`config.mk`:
```
export PLATFORM = sky130hd
export DESIGN_NAME = mc_control_fsm
export DESIGN_NICKNAME = d
export VERILOG_FILES = /design/src/rtl/mc_control_pkg.sv /design/src/rtl/mc_control_decode.sv /design/src/rtl/mc_control_fsm.sv
export SDC_FILE = /design/constraint.sdc
export NUM_CORES = 1
export LEC_CHECK = 0
export ABC_AREA = 1
export CORE_MARGIN = 4
export CORE_UTILIZATION = 44
export DETAILED_ROUTE_END_ITERATION = 8
export GPL_TIMING_DRIVEN = 0
export PLACE_DENSITY = 0.76
export SLEW_MARGIN = 20
export SYNTH_ARGS = -nofsm -noshare
export SYNTH_HDL_FRONTEND = slang
export SYNTH_SLANG_ARGS = --single-unit
```
`constraint.sdc`:
```
create_clock -name clk -period 1.6 [get_ports clk]
set_input_delay 0.4 -clock clk [delete_from_list [all_inputs] [get_ports clk]]
set_output_delay 0.4 -clock clk [all_outputs]
set_load 0.005 [all_outputs]
```
`src/rtl/mc_control_pkg.sv`:
```
// mc_control_pkg: state encoding, opcodes and control-field codes for the multicycle controller
package mc_control_pkg;
   typedef enum logic [3:0] {
      FETCH   = 4'd0,  DECODE  = 4'd1,  MEMADR = 4'd2,  MEMRD = 4'd3,
      MEMWB   = 4'd4,  MEMWR   = 4'd5,  RTYPEEX = 4'd6, RTYPEWB = 4'd7,
      BEQEX   = 4'd8,  ADDIEX  = 4'd9,  ADDIWB = 4'd10, JEX   = 4'd11,
      ORIEX   = 4'd12, ORIWB   = 4'd13, TRAP   = 4'd14
   } state_e;
   localparam int OP_LW    = 35;
   localparam int OP_SW    = 43;
   localparam int OP_RTYPE = 0;
   localparam int OP_BEQ   = 4;
   localparam int OP_ADDI  = 8;
   localparam int OP_J     = 2;
   localparam int OP_ORI   = 13;
   localparam logic [1:0] ALUOP_ADD   = 2'b00;
   localparam logic [1:0] ALUOP_SUB   = 2'b01;
   localparam logic [1:0] ALUOP_FUNCT = 2'b10;
   localparam logic [1:0] ALUOP_OR    = 2'b11;
   localparam logic [1:0] PCSRC_ALU    = 2'b00;
   localparam logic [1:0] PCSRC_ALUOUT = 2'b01;
   localparam logic [1:0] PCSRC_JUMP   = 2'b10;
   localparam logic [1:0] SRCB_REG    = 2'b00;
   localparam logic [1:0] SRCB_FOUR   = 2'b01;
   localparam logic [1:0] SRCB_IMM    = 2'b10;
   localparam logic [1:0] SRCB_BRANCH = 2'b11;
endpackage

```
`src/rtl/mc_control_decode.sv`:
```
// mc_control_decode: Moore decode of the controller state into the datapath control word
module mc_control_decode
   import mc_control_pkg::*;
(
   input  logic [3:0] st,
   input  logic       active,
   input  logic       mem_ready,
   output logic       pcwrite,
   output logic       irwrite,
   output logic       memwrite,
   output logic       regwrite,
   output logic       branch,
   output logic       iord,
   output logic       alusrca,
   output logic       regdst,
   output logic       memtoreg,
   output logic [1:0] alusrcb,
   output logic [1:0] pcsrc,
   output logic [1:0] aluop,
   output logic       illegal
);
   // all strobes idle unless the state asserts them; everything is silenced while not active
   always_comb begin
      pcwrite  = 1'b0;
      irwrite  = 1'b0;
      memwrite = 1'b0;
      regwrite = 1'b0;
      branch   = 1'b0;
      iord     = 1'b0;
      alusrca  = 1'b0;
      regdst   = 1'b0;
      memtoreg = 1'b0;
      alusrcb  = SRCB_REG;
      pcsrc    = PCSRC_ALU;
      aluop    = ALUOP_ADD;
      illegal  = 1'b0;
      if (active)
         case (st)
            FETCH:   begin alusrcb = SRCB_FOUR; irwrite = mem_ready; pcwrite = mem_ready; end
            DECODE:  alusrcb = SRCB_BRANCH;
            MEMADR:  begin alusrca = 1'b1; alusrcb = SRCB_IMM; end
            MEMRD:   iord = 1'b1;
            MEMWB:   begin memtoreg = 1'b1; regwrite = 1'b1; end
            MEMWR:   begin iord = 1'b1; memwrite = 1'b1; end
            RTYPEEX: begin alusrca = 1'b1; aluop = ALUOP_FUNCT; end
            RTYPEWB: begin regdst = 1'b1; regwrite = 1'b1; end
            BEQEX:   begin alusrca = 1'b1; aluop = ALUOP_SUB; pcsrc = PCSRC_ALUOUT; branch = 1'b1; end
            ADDIEX:  begin alusrca = 1'b1; alusrcb = SRCB_IMM; end
            ORIEX:   begin alusrca = 1'b1; alusrcb = SRCB_IMM; aluop = ALUOP_OR; end
            ADDIWB,
            ORIWB:   regwrite = 1'b1;
            JEX:     begin pcsrc = PCSRC_JUMP; pcwrite = 1'b1; end
            TRAP:    illegal = 1'b1;
            default: ;
         endcase
   end
endmodule

```
`src/rtl/mc_control_fsm.sv`:
```
// mc_control_fsm: multicycle MIPS-subset controller with memory wait, ORI and illegal-opcode trap
module mc_control_fsm
   import mc_control_pkg::*;
#(
   parameter int OPW         = 6,
   parameter int SW          = 6,
   parameter int MEM_WAIT_EN = 1,
   parameter int TRAP_EN     = 1
) (
   input  logic           clk,
   input  logic           reset,
   input  logic [OPW-1:0] op,
   input  logic           mem_ready,
   output logic [SW-1:0]  state,
   output logic           pcwrite,
   output logic           irwrite,
   output logic           memwrite,
   output logic           regwrite,
   output logic           branch,
   output logic           iord,
   output logic           alusrca,
   output logic           regdst,
   output logic           memtoreg,
   output logic [1:0]     alusrcb,
   output logic [1:0]     pcsrc,
   output logic [1:0]     aluop,
   output logic           illegal
);
   localparam logic [OPW-1:0] C_LW    = OPW'(OP_LW);
   localparam logic [OPW-1:0] C_SW    = OPW'(OP_SW);
   localparam logic [OPW-1:0] C_RTYPE = OPW'(OP_RTYPE);
   localparam logic [OPW-1:0] C_BEQ   = OPW'(OP_BEQ);
   localparam logic [OPW-1:0] C_ADDI  = OPW'(OP_ADDI);
   localparam logic [OPW-1:0] C_J     = OPW'(OP_J);
   localparam logic [OPW-1:0] C_ORI   = OPW'(OP_ORI);

   state_e         state_q, state_d;
   logic [OPW-1:0] op_q, op_d;
   logic           mr;

   assign mr    = (MEM_WAIT_EN == 0) || mem_ready;
   assign state = SW'(state_q);

   // next state; the opcode is captured in DECODE so MEMADR is immune to later op changes
   always_comb begin
      state_d = FETCH;
      op_d    = op_q;
      case (state_q)
         FETCH:   state_d = mr ? DECODE : FETCH;
         DECODE: begin
            op_d = op;
            if (op == C_LW || op == C_SW) state_d = MEMADR;
            else if (op == C_RTYPE)       state_d = RTYPEEX;
            else if (op == C_BEQ)         state_d = BEQEX;
            else if (op == C_ADDI)        state_d = ADDIEX;
            else if (op == C_J)           state_d = JEX;
            else if (op == C_ORI)         state_d = ORIEX;
            else                          state_d = (TRAP_EN != 0) ? TRAP : FETCH;
         end
         MEMADR:  state_d = (op_q == C_LW) ? MEMRD : MEMWR;
         MEMRD:   state_d = mr ? MEMWB : MEMRD;
         MEMWR:   state_d = mr ? FETCH : MEMWR;
         RTYPEEX: state_d = RTYPEWB;
         ADDIEX:  state_d = ADDIWB;
         ORIEX:   state_d = ORIWB;
         TRAP:    state_d = TRAP;
         default: state_d = FETCH;
      endcase
   end

   // state and latched-opcode registers
   always_ff @(posedge clk or posedge reset)
      if (reset) begin
         state_q <= FETCH;
         op_q    <= '0;
      end else begin
         state_q <= state_d;
         op_q    <= op_d;
      end

   mc_control_decode u_decode (
      .st        (state_q),
      .active    (!reset),
      .mem_ready (mr),
      .pcwrite   (pcwrite),
      .irwrite   (irwrite),
      .memwrite  (memwrite),
      .regwrite  (regwrite),
      .branch    (branch),
      .iord      (iord),
      .alusrca   (alusrca),
      .regdst    (regdst),
      .memtoreg  (memtoreg),
      .alusrcb   (alusrcb),
      .pcsrc     (pcsrc),
      .aluop     (aluop),
      .illegal   (illegal)
   );
endmodule

```
Word level (Yosys, flattened, before mapping)
Cells that the tools add are included.
{"block": "word_totals", "reg_bits": 10, "input_bits": 9, "out_inout_bits": 22, "wordCells": 67}
{"block": "op_classes", "eq_ne": 21, "mux": 37, "reduce_logical": 7}
{"operator": "4-bit case mux with 9 select lines", "count": 1}
{"operator": "4-bit equality test (second input constant)", "count": 7}
{"operator": "1-bit two-way mux", "count": 20}
{"operator": "6-bit equality test (second input constant)", "count": 3}
{"operator": "3-bit two-way mux", "count": 6}
{"operator": "4-bit by 3-bit equality test with 1-bit output (second input constant)", "count": 4}
{"operator": "6-bit by 4-bit equality test with 1-bit output (second input constant)", "count": 2}
{"operator": "2-bit case mux with 3 select lines", "count": 2}
{"operator": "4-bit by 2-bit equality test with 1-bit output (second input constant)", "count": 2}
{"operator": "2-bit two-way mux", "count": 4}
{"operator": "4-bit two-way mux", "count": 2}
{"operator": "6-bit by 2-bit equality test with 1-bit output (second input constant)", "count": 1}
{"operator": "6-bit by 3-bit equality test with 1-bit output (second input constant)", "count": 1}
{"operator": "6-bit zero test", "count": 1}
{"operator": "5-bit OR reduction", "count": 1}
{"operator": "4-bit by 1-bit equality test with 1-bit output (second input constant)", "count": 1}
{"operator": "4-bit zero test", "count": 1}
{"operator": "2-bit case mux with 2 select lines", "count": 1}
{"operator": "4-bit OR reduction", "count": 1}
{"operator": "3-bit OR reduction", "count": 1}
{"operator": "1-bit case mux with 2 select lines", "count": 1}
{"operator": "2-bit OR reduction", "count": 1}
{"operator": "1-bit logical OR", "count": 1}

Logic depth before layout (Yosys ltp)
{"block": "depth", "word_depth": 8, "ltp_mapped": 8, "ltp_nobuf": 8}

By module
From an unflattened synthesis, not the netlist that was laid out.
{"block": "hier_totals", "hier_cells": 151, "hier_area_um2": 934.6}
{"mod": "mc_control_fsm", "instances": 1, "cells_per_inst": 99, "area_each_um2": 701.9}
{"mod": "mc_control_decode", "instances": 1, "cells_per_inst": 52, "area_each_um2": 232.7}

Worst setup path after synthesis
Ideal clock, no wire load.
{"block": "synth_path", "path_kind": "register to output", "startpoint": "register state_q[1]", "endpoint": "output alusrca", "t_arrival_ns": 1.068, "required_time_ns": 1.200, "slack_ns": 0.132, "path_stages_with_launch": 6, "path_buffers": 0, "path_cell_list": "dfrtp_1 -> nor2_1 -> nand2_1 -> nand2_1 -> nor2_1 -> a21oi_1"}
{"block": "synth_via", "elab_chain_len": 4}
{"item": "from (decl)", "line_no": "mc_control_fsm.sv:37", "source": "state_e state_q, state_d;"}
{"item": "from (signal assigned)", "line_no": "mc_control_fsm.sv:77", "source": "state_q <= state_d;"}
{"item": "4-bit by 2-bit equality test with 1-bit output (tied with other cells)", "line_no": "mc_control_decode.sv:38", "source": "case (st)"}
{"item": "5-bit OR reduction (no line) *"}
{"item": "1-bit two-way mux *", "line_no": "mc_control_decode.sv:38"}
{"item": "1-bit two-way mux *", "line_no": "mc_control_decode.sv:37", "source": "if (active)"}
{"item": "to (decl)", "line_no": "mc_control_fsm.sv:21", "source": "output logic alusrca,"}
Every way passes the cells marked *; elsewhere a longest branch is shown, timed or not.

Worst setup path in the final report
{"block": "layout_path", "startpoint": "register state_q[3]", "endpoint": "output alusrca"}
Same word-level chain as after synthesis.

==> results.ini <==
[run_status]
status = complete, but fails checks
violations = setup timing

[detailed_routing]
drt_iter0_drc = 64
avgRoutedWirePerCell_um = 19.57
wl_met2_um = 2130
route.antenna.remaining_nets = 0
wl_um = 4481
drt_drc_violations_left = 0
wl_met3_um = 389
top_layer_used = met4
avgViaCountPerCell = 5.860
vias = 1342
drt-met1-wl_um = 1602
firstDrtPassIters = 4

[sta]
report.final.setup_viol = 16
skew_ns = 0.003794
fin_ws_ns = -0.3743
max_freq_mhz = 506.5
maxSlewViolCount = 0
rsz0062_at_grt = yes
hold_viol = 0
fin_crit_sh = 1.234
setup_tns_ns = -4.024
layout_min_cycle_time_ns = 1.974

[worst_setup_path]
cp-start-kind = flip-flop
crit_chain = buf_12 > nor2_4 > nand2_2 > buf_6 > nand2_2 > nor2_1 > a21oi_1 > buf_2
critPathSlowestCell = dfrtp_2
worst_ep_required_time_ns = 1.20
worst_setup_path_end_kind = output pin
critPathMaxFanout = 4
critPathTopFamily = flip-flops
critPathBufInv = 3
crit_cells = 8
critPathKind = reg -> out
reg2reg_depth = 10
cpMostUsedCell = nand2_2
cp.arrival_ns = 1.57
critPathMaxStageDelay_ns = 0.44

[min_path]
hold_class = in -> async

[die]
ios = 31
dieArea_mm2 = 0.002711
core_mm2 = 0.001783
die_h_um = 52.07
std_cell_rows = 15
initial_core_util = 0.4793
fp.dieW_um = 52.07

[synthesis]
synthCells = 137
ys_ff_latch = 10
synthDistinctLibCells = 19
yosys-top-cells-area = dfrtp_1 (29%), nand2_1 (15%), nor2_1 (12%), nand3_1 (8.8%), inv_1 (6.6%)
syn_area_per_cell_um2 = 6.238
syn_area_um2 = 854.6
yosysSeqAreaShare = 0.2928
synth_top_cell_by_area = dfrtp_1
synth_top_area_frac = 0.2928
ys_warn_count = 0

[cts]
cts.sinks = 10
cts_buffers = 3
cts_max_level = 1
cts_tree = built
clockBufferDepth = 2
cts_hold_buffers = 0
clk_pin_slew_worst_paths_ns = 0.08
clockRootBuffer = clkbuf_4
clk_latency_ns = 0.28

[global_route]
grt_max_degree = 11
grt_use_total = 0.2897
gr-total-overflow = 0
grt_pass1_vias = 1229
antenna_found_initial = 0
grt_pass1_wl_um = 5664

[power]
seqPwrFrac = 0.176
comb_power_share = 0.736
power_switching_w = 0.001335
clkPwrFrac = 0.088
peakVddDrop_mv = 1.161
switching_share = 0.4675
p_leak_nw = 0.9026
power.density_mw_per_mm2 = 1724
p_int_w = 0.001521

[final_layout]
fin_nets = 214
drive_gt1_frac = 0.5637
final_cells = 229
final_common_cell = nand2_1
final_cell_mix = nand2_1 (23), buf_6 (20), buf_4 (20), nor2_1 (19), buf_2 (15)
diodes = 0
final_area_mm2 = 0.001657
synthToLayoutAreaGrowth_pct = 93.85

[flow_run]
drv_cap = 0

[placement]
place_hpwl_um = 1757
gp_congestion = 0.8286
placed_cell_area_mm2 = 0.001170
port_buffers = 28
dp_cells = 191
pre_cts_ws_ns = -0.9415

-- final timing paths --
path                         endpoint  startpoint  slack (ns)
max                           alusrca  state_q[3]       -0.37
min                        state_q[2]       reset        0.43
max reg2reg                state_q[2]  state_q[2]           0
min reg2reg                   op_q[2]     op_q[2]        0.51
max in group asynchronous  state_q[3]       reset        1.04
min in group clk              op_q[2]     op_q[2]        0.51
-- metal layers --
layer | GRT usage | vias up
met5 | 0 | -
met4 | 0.1878 | 0
met3 | 0.06590 | 46
met2 | 0.5251 | 117
met1 | 0.2917 | 619
li1 | - | 560
-- stage by stage --
stage / hold WS, ns / util / total power (W)
after detailed placement: 0.4662 / 0.6561 / 0.001515
after global placement: 0.4638 / 0.6561 / 0.001495
final: 0.4297 / 0.9291 / 0.002856
after floorplan: 0.2541 / - / 0.001137
after global routing: 0.4298 / 0.9291 / 0.003025
after CTS: 0.3716 / 0.8449 / 0.002330
-- area by class of cell --
class	count	area [um2]
plain buffers	6	62.56
fillers	66	126.4
multi-input cells	104	666.9
well taps	25	31.28
inverters	18	86.33
flip-flops and latches	10	254.0
repair buffers	62	519.2
clock buffers	4	36.28
-- registers in the layout (all words and copies together), names as in the netlist --
| signal | flops |
|---|---|
| op_q | 6 |
| state_q | 4 |
-- cell usage after synthesis --
library cell / instances
dfrtp_1: 10
o21ai_2: 5
buf_6: 1
nor4_1: 1
nand3b_1: 1
nor3_1: 4
inv_1: 15
conb_1: 1
a21oi_1: 4
nor2_4: 5
nand3_1: 15
nand2_2: 1
o21ai_0: 2
buf_4: 4
nand4_1: 1
inv_2: 3
clkbuf_1: 1
nand2_1: 35
nor2_1: 28
-- worst min-delay path, stage by stage --
cell and delay (ns):
dlygate4sd2_1 0.32, clkinvlp_4 0.17, buf_4 0.17
-- power by group through the flow --
| stage | Combinational (W) | Clock (W) | Sequential [W] |
|---|---|---|---|
| 2_1_floorplan | 0.000670 | 0 | 0.000466 |
| 3_3_place_gp | 0.00102 | 0 | 0.000476 |
| 3_5_place_dp | 0.00104 | 0 | 0.000479 |
| 4_1_cts | 0.00162 | 0.000234 | 0.000475 |
| 5_1_grt | 0.00225 | 0.000264 | 0.000512 |
| 6_report | 0.00210 | 0.000251 | 0.000504 |
-- what timing repair did --
action,in CTS,in global routing
pin swaps,21,15
setup buffers,30,8
resized for setup,116,39
gates cloned,0,0
setup endpoints to repair,19,18
-- cells by family (layout without fill, tap and decap cells) --
group	count (synthesis)	in the layout	synth area share
buffers and inverters	24	90	0.1318
other	1	2	0.004388
AOI/OAI and AO/OA	11	11	0.08638
DFF	10	10	0.2928
and+or+nand+nor	91	91	0.4846
Note: power is estimated with default switching activity, not from simulation.
